$ cat src/rtl/sd_spi_card_responder.sv
`default_nettype none
// ============================================================================
// Module      : sd_spi_card_responder
// Description : SD-card side of an SPI-mode link. Decodes 48-bit command
//               frames and answers the init subset (CMD0/8/55/ACMD41/58).
// Revision    : 1.0 - initial release
// ============================================================================
module sd_spi_card_responder #(
    parameter logic        CRC_CHECK  = 1'b1,
    parameter int          INIT_POLLS = 2,
    parameter logic [31:0] OCR        = 32'h40FF_8000
) (
    input  logic        clk,
    input  logic        reset_n,
    input  logic        spi_sck,
    input  logic        spi_cs_n,
    input  logic        spi_mosi,
    output logic        spi_miso,
    output logic        cmd_valid,
    output logic [5:0]  cmd_index,
    output logic [31:0] cmd_arg,
    output logic        crc_err
);

    localparam logic [7:0] c_init_polls = INIT_POLLS[7:0];

    typedef enum logic [1:0] {
        S_IDLE = 2'd0,
        S_RECV = 2'd1,
        S_RESP = 2'd2
    } state_t;

    state_t      r_state;
    logic [1:0]  r_sck_sync;
    logic [1:0]  r_cs_sync;
    logic [1:0]  r_mosi_sync;
    logic        r_sck_prev;
    logic [1:0]  r_window;
    logic [46:0] r_frame;
    logic [5:0]  r_bit_cnt;
    logic [47:0] r_resp;
    logic [5:0]  r_resp_cnt;
    logic        r_idle;
    logic        r_app;
    logic [7:0]  r_poll;

    logic        w_sck_rise;
    logic        w_sck_fall;
    logic        w_cs_n;
    logic        w_mosi;
    logic [47:0] w_frame_next;
    logic [5:0]  w_idx;
    logic [31:0] w_arg;
    logic [6:0]  w_crc_rx;
    logic [6:0]  w_crc_calc;
    logic        w_end;
    logic        w_crc_mismatch;
    logic        w_crc_bad;
    logic [7:0]  w_poll_inc;
    logic        w_idle_nx;
    logic        w_app_nx;
    logic [7:0]  w_poll_nx;
    logic        w_illegal;
    logic [7:0]  w_r1;
    logic [47:0] w_resp_nx;
    logic [5:0]  w_resp_len;

    function automatic logic [6:0] crc7(input logic [39:0] data);
        logic [6:0] crc;
        logic       fb;
        crc = 7'h00;
        for (int i = 39; i >= 0; i--) begin
            fb  = crc[6] ^ data[i];
            crc = {crc[5:0], 1'b0} ^ (fb ? 7'h09 : 7'h00);
        end
        return crc;
    endfunction

    assign w_sck_rise     = r_sck_sync[1] & ~r_sck_prev;
    assign w_sck_fall     = ~r_sck_sync[1] & r_sck_prev;
    assign w_cs_n         = r_cs_sync[1];
    assign w_mosi         = r_mosi_sync[1];
    assign w_frame_next   = {r_frame, w_mosi};
    assign w_idx          = w_frame_next[45:40];
    assign w_arg          = w_frame_next[39:8];
    assign w_crc_rx       = w_frame_next[7:1];
    assign w_end          = w_frame_next[0];
    assign w_crc_calc     = crc7(w_frame_next[47:8]);
    assign w_crc_mismatch = (w_crc_rx != w_crc_calc);
    assign w_crc_bad      = CRC_CHECK & w_crc_mismatch;
    assign w_poll_inc     = (r_poll == 8'hFF) ? r_poll : r_poll + 8'd1;

    // Card state update and response image for the frame completing this cycle
    always_comb begin
        w_idle_nx  = r_idle;
        w_app_nx   = r_app;
        w_poll_nx  = r_poll;
        w_illegal  = 1'b0;
        case (w_idx)
            6'd0: begin
                if (!w_crc_bad) begin
                    w_idle_nx = 1'b1;
                    w_poll_nx = 8'd0;
                end
            end
            6'd8, 6'd55, 6'd58: ;
            6'd41: begin
                if (!r_app) begin
                    w_illegal = 1'b1;
                end else if (!w_crc_bad) begin
                    w_poll_nx = w_poll_inc;
                    if (w_poll_inc >= c_init_polls) begin
                        w_idle_nx = 1'b0;
                    end
                end
            end
            default: w_illegal = 1'b1;
        endcase
        if (!w_crc_bad) begin
            w_app_nx = (w_idx == 6'd55);
        end
        w_r1       = {4'b0000, w_crc_bad, w_illegal, 1'b0, w_idle_nx};
        w_resp_nx  = {8'hFF, w_r1, 32'hFFFF_FFFF};
        w_resp_len = 6'd16;
        if (!w_crc_bad && (w_idx == 6'd8)) begin
            w_resp_nx  = {8'hFF, w_r1, 16'h0000, 4'h0, w_arg[11:8], w_arg[7:0]};
            w_resp_len = 6'd48;
        end else if (!w_crc_bad && (w_idx == 6'd58)) begin
            w_resp_nx  = {8'hFF, w_r1, ~w_idle_nx, OCR[30:0]};
            w_resp_len = 6'd48;
        end
    end

    always_ff @(posedge clk or negedge reset_n) begin
        if (!reset_n) begin
            r_state     <= S_IDLE;
            r_sck_sync  <= 2'b00;
            r_cs_sync   <= 2'b11;
            r_mosi_sync <= 2'b00;
            r_sck_prev  <= 1'b0;
            r_window    <= 2'b11;
            r_frame     <= '0;
            r_bit_cnt   <= 6'd0;
            r_resp      <= '1;
            r_resp_cnt  <= 6'd0;
            r_idle      <= 1'b1;
            r_app       <= 1'b0;
            r_poll      <= 8'd0;
            spi_miso    <= 1'b1;
            cmd_valid   <= 1'b0;
            cmd_index   <= 6'd0;
            cmd_arg     <= 32'd0;
            crc_err     <= 1'b0;
        end else begin
            r_sck_sync  <= {r_sck_sync[0], spi_sck};
            r_cs_sync   <= {r_cs_sync[0], spi_cs_n};
            r_mosi_sync <= {r_mosi_sync[0], spi_mosi};
            r_sck_prev  <= r_sck_sync[1];
            cmd_valid   <= 1'b0;
            if (w_cs_n) begin
                r_state  <= S_IDLE;
                r_window <= 2'b11;
                spi_miso <= 1'b1;
            end else begin
                case (r_state)
                    S_IDLE: begin
                        spi_miso <= 1'b1;
                        if (w_sck_rise) begin
                            r_window <= {r_window[0], w_mosi};
                            if ({r_window[0], w_mosi} == 2'b01) begin
                                r_state   <= S_RECV;
                                r_frame   <= {45'd0, 2'b01};
                                r_bit_cnt <= 6'd2;
                            end
                        end
                    end
                    S_RECV: begin
                        if (w_sck_rise) begin
                            r_frame   <= w_frame_next[46:0];
                            r_bit_cnt <= r_bit_cnt + 6'd1;
                            if (r_bit_cnt == 6'd47) begin
                                r_window <= 2'b11;
                                if (!w_end) begin
                                    r_state <= S_IDLE;
                                end else begin
                                    cmd_valid  <= 1'b1;
                                    cmd_index  <= w_idx;
                                    cmd_arg    <= w_arg;
                                    crc_err    <= w_crc_mismatch;
                                    r_idle     <= w_idle_nx;
                                    r_app      <= w_app_nx;
                                    r_poll     <= w_poll_nx;
                                    r_resp     <= w_resp_nx;
                                    r_resp_cnt <= w_resp_len;
                                    r_state    <= S_RESP;
                                end
                            end
                        end
                    end
                    S_RESP: begin
                        if (w_sck_fall) begin
                            if (r_resp_cnt != 6'd0) begin
                                spi_miso   <= r_resp[47];
                                r_resp     <= {r_resp[46:0], 1'b1};
                                r_resp_cnt <= r_resp_cnt - 6'd1;
                            end else begin
                                spi_miso <= 1'b1;
                                r_state  <= S_IDLE;
                            end
                        end
                    end
                    default: r_state <= S_IDLE;
                endcase
            end
        end
    end

endmodule
`default_nettype wire

$ cat config.mk
export PLATFORM = sky130hd
export DESIGN_NAME = sd_spi_card_responder
export DESIGN_NICKNAME = d
export VERILOG_FILES = /design/src/rtl/sd_spi_card_responder.sv
export SDC_FILE = /design/constraint.sdc
export NUM_CORES = 1
export LEC_CHECK = 0
export CAP_MARGIN = 20
export CORE_UTILIZATION = 60
export DETAILED_ROUTE_END_ITERATION = 8
export HOLD_SLACK_MARGIN = 0.08
export PLACE_DENSITY = 0.79
export SLEW_MARGIN = 20
export SYNTH_ARGS = -nofsm -noshare
export SYNTH_HDL_FRONTEND = slang
export SYNTH_SLANG_ARGS = --single-unit
$ cat constraint.sdc
create_clock -name clk -period 9.1 [get_ports clk]
set_input_delay 2.73 -clock clk [delete_from_list [all_inputs] [get_ports clk]]
set_output_delay 2.73 -clock clk [all_outputs]
set_load 0.01 [all_outputs]
==> impl_metrics.csv <==
group,metric,value,unit
run_status,outcome,"complete, no violations",
global_route,grt_max_degree,98,
logic_synthesis,synth_most_common_cell,"nand2_1",
drt,drt-vias-per-instance,5.97,
place,dpl_cell_area,0.00879,mm^2
timing,fin_crit_sh,47.3,%
setup_path,critPathRequiredTime,9.44,ns
global_route,use_met2,41.0,%
drt,wl,17600,um
global_route,grt.total_usage,26.4,%
setup_path,crit_path_end_kind,"flip-flop",
clock_network,htree_levels,4,
logic_synthesis,synthCells,798,
logic_synthesis,synth_edf_count,0,
logic_synthesis,postSynthAreaPerCell,10.4,um^2
setup_path,critPathBufInv,0,
cells_and_area,fillCellCount,973,
timing,setup_viol,0,
drt,drc_errors,0,
run,maxCapViolCount,0,
cells_and_area,finish.instance_area,0.00933,mm^2
clock_network,cts_made_buffers,17,
drt,dr.pass1.iters,5,
logic_synthesis,dominantRegCellSynth,"dfrtp_1",
floorplan,dieHeight,119,um
clock_network,clock_path_buffers,2,
logic_synthesis,synth_top_area_share,34.8,%
global_route,grt_pass1_vias,5815,
timing,finalCriticalPeriod,4.31,ns
setup_path,critical_path.cell_chain,"xnor3_2 -> xnor3_2 -> xnor3_1 -> xnor3_1 -> xnor2_1 -> o221a_2 -> and4_1 -> and3_1 -> o21ai_1",
power,p_leak,4.33,nW
worst_hold_path,hold_class,"flip-flop to flip-flop",
global_route,use_met3,5.36,%
floorplan,row_count,42,
logic_synthesis,ys_warn_count,0,
floorplan,ioPinCount,46,
timing,max_freq,232,MHz
logic_synthesis,netlist_area,0.00828,mm^2
logic_synthesis,ys_seq_area_share,51.6,%
timing,hold_slack,0.349,ns
clock_network,cts_num_sinks,168,
timing,slew_violations,0,
clock_network,clk_latency,0.43,ns
logic_synthesis,postSynthRegisterBits,168,
cells_and_area,num_antenna_cells,0,
drt,wl_per_cell,17.5,um
setup_path,cp-start-kind,"flip-flop",
logic_synthesis,synth_common_cells,"nand2_1, dfrtp_1, dfstp_2, nand3_1, nor2_1",
power,power_density,170,mW/mm^2
logic_synthesis,synthDistinctLibCells,58,
drt,drt_iter0_drc,507,
timing,hold_viol_final,0,
cells_and_area,drive_above_1_share,17.0,%
global_route,grt_busiest_layer,"met2",
drt,vias,6016,
setup_path,crit_arrival,4.65,ns
clock_network,clockRootBuffer,"clkbuf_16",
clock_network,cts_setup_buffers,0,
cells_and_area,fin_util,69.9,%
clock_network,clk_pin_slew,0.06,ns
timing,worst_slew_pin_slew,1.07,ns
setup_path,crit_fanout,26,
logic_synthesis,synth_nets,807,
timing,skew,0.0122,ns
setup_path,critPathKind,"flip-flop to flip-flop",
clock_network,postCtsHoldBufs,0,
logic_synthesis,synth_area_leaders,"dfrtp_1, dfstp_2, nand2_1, mux2_2, xnor3_1",
setup_path,crit_family,"XOR/XNOR gates",
floorplan,initial_core_util,62.0,%
global_route,grt_first_pass_wirelength,29500,um
cells_and_area,area_growth,12.7,%
timing,slew_headroom,28.9,%
place,port-buffer-count,45,
timing,rsz0062_at_grt,"false",
setup_path,slowest_delay,0.84,ns
timing,finalSetupTns,0,ns
place,gp_congestion,0.921,
setup_path,crit_path_top_delay_cell,"and4_1",
floorplan,dieWidth,119,um
clock_network,cts_tree,"done",
logic_synthesis,synthArstFlopShare,100,%
power,vdd_ir_drop_max,151,uV
drt,ant_nets,0,
global_route,met1_usage,37.7,%
logic_synthesis,yosysTopAreaCell,"dfrtp_1",
global_route,antenna_found_initial,0,
global_route,overflow,0,
floorplan,die-area,0.0143,mm^2
place,dpl.hpwl,11300,um
floorplan,coreArea,0.0133,mm^2
clock_network,cts_resized,0,
cells_and_area,nets,827,
cell type report:
class	instances	area (um^2)	area share, %
multi-input cells	574	3780	40.5
repair buffers	53	512	5.49
flip-flops and latches	168	4270	45.8
inverters	4	15.0	0.161
clock buffers	23	458	4.91
clock inverters	9	76.3	0.818
well taps	176	220	2.36
layout by cell type (no fill, tap or decap), drive strengths merged, types with 7 or more instances in the layout:
cell           count
inv                7
nor3              11
nand2b             7
mux2              41
xnor3             18
nand4             18
nor2              43
o21ai             43
nand3             49
and3               8
clkbuf            23
clkdlybuf4s50     44
a31oi             18
a21oi             26
buf                9
xor2              22
o31ai             10
nand2            157
dfstp             53
xnor2             36
dfrtp            115
cells by family (layout without fill, tap and decap cells):
| logic type | Yosys count | after routing | share of synthesized area [%] |
|---|---|---|---|
| and+or+nand+nor | 321 | 321 | 17.7 |
| AOI/OAI and AO/OA | 127 | 127 | 9.42 |
| adders and majority gates | 4 | 4 | 0.605 |
| buffers and inverters | 56 | 89 | 2.95 |
| xor gates and xnor gates | 78 | 78 | 11.8 |
| DFF | 168 | 168 | 51.6 |
| muxes | 44 | 44 | 5.94 |
through the flow:
step	std cells	setup slack, ns	total power [W]
2_1_floorplan	798	5.79	0.000896
3_3_place_gp	975	4.81	0.000923
3_5_place_dp	975	4.74	0.000928
4_1_cts	1007	4.86	0.00160
5_1_grt	1007	4.52	0.00165
6_report	1007	4.79	0.00159
where the power goes:
part	internal [W]	switching [W]	leakage [nW]
Combinational	0.0000382	0.0000946	1.94
Sequential	0.000764	0.0000192	2.13
Clock	0.000382	0.000287	0.266
sequential cells by signal, indices dropped and copies added (netlist names):
| signal | count |
|---|---|
| cmd_valid | 1 |
| r_app | 1 |
| r_mosi_sync | 2 |
| r_bit_cnt | 6 |
| r_cs_sync | 2 |
| r_idle | 1 |
| r_resp_cnt | 6 |
| r_sck_sync | 2 |
| r_resp | 48 |
| crc_err | 1 |
| cmd_index | 6 |
| cmd_arg | 32 |
| r_poll | 8 |
| spi_miso | 1 |
| r_state | 2 |
| r_frame | 47 |
| r_window | 1 |
| r_sck_prev | 1 |
worst paths after layout:
kind	from	to	slack (ns)	depth (start not counted)
worst max-delay path	r_frame[42]	r_resp[23]	4.79	9
worst min-delay path	r_sck_sync[0]	r_sck_sync[1]	0.35	0
worst max register to register	r_frame[42]	r_resp[23]	4.79	9
worst min register to register	r_sck_sync[0]	r_sck_sync[1]	0.35	0
max in group asynchronous	reset_n	r_frame[41]	5.28	2
min in group asynchronous	reset_n	cmd_index[0]	2.39	1
metal layers:
metal | vias up | share of wire, % | routed length [um]
met1 | 3024 | 46 | 8050
met5 | - | 0 | 0
met2 | 177 | 49 | 8600
met4 | 0 | 1.0 | 178
li1 | 2797 | - | -
met3 | 18 | 4.5 | 796
Power figures use the tool's default switching activity.
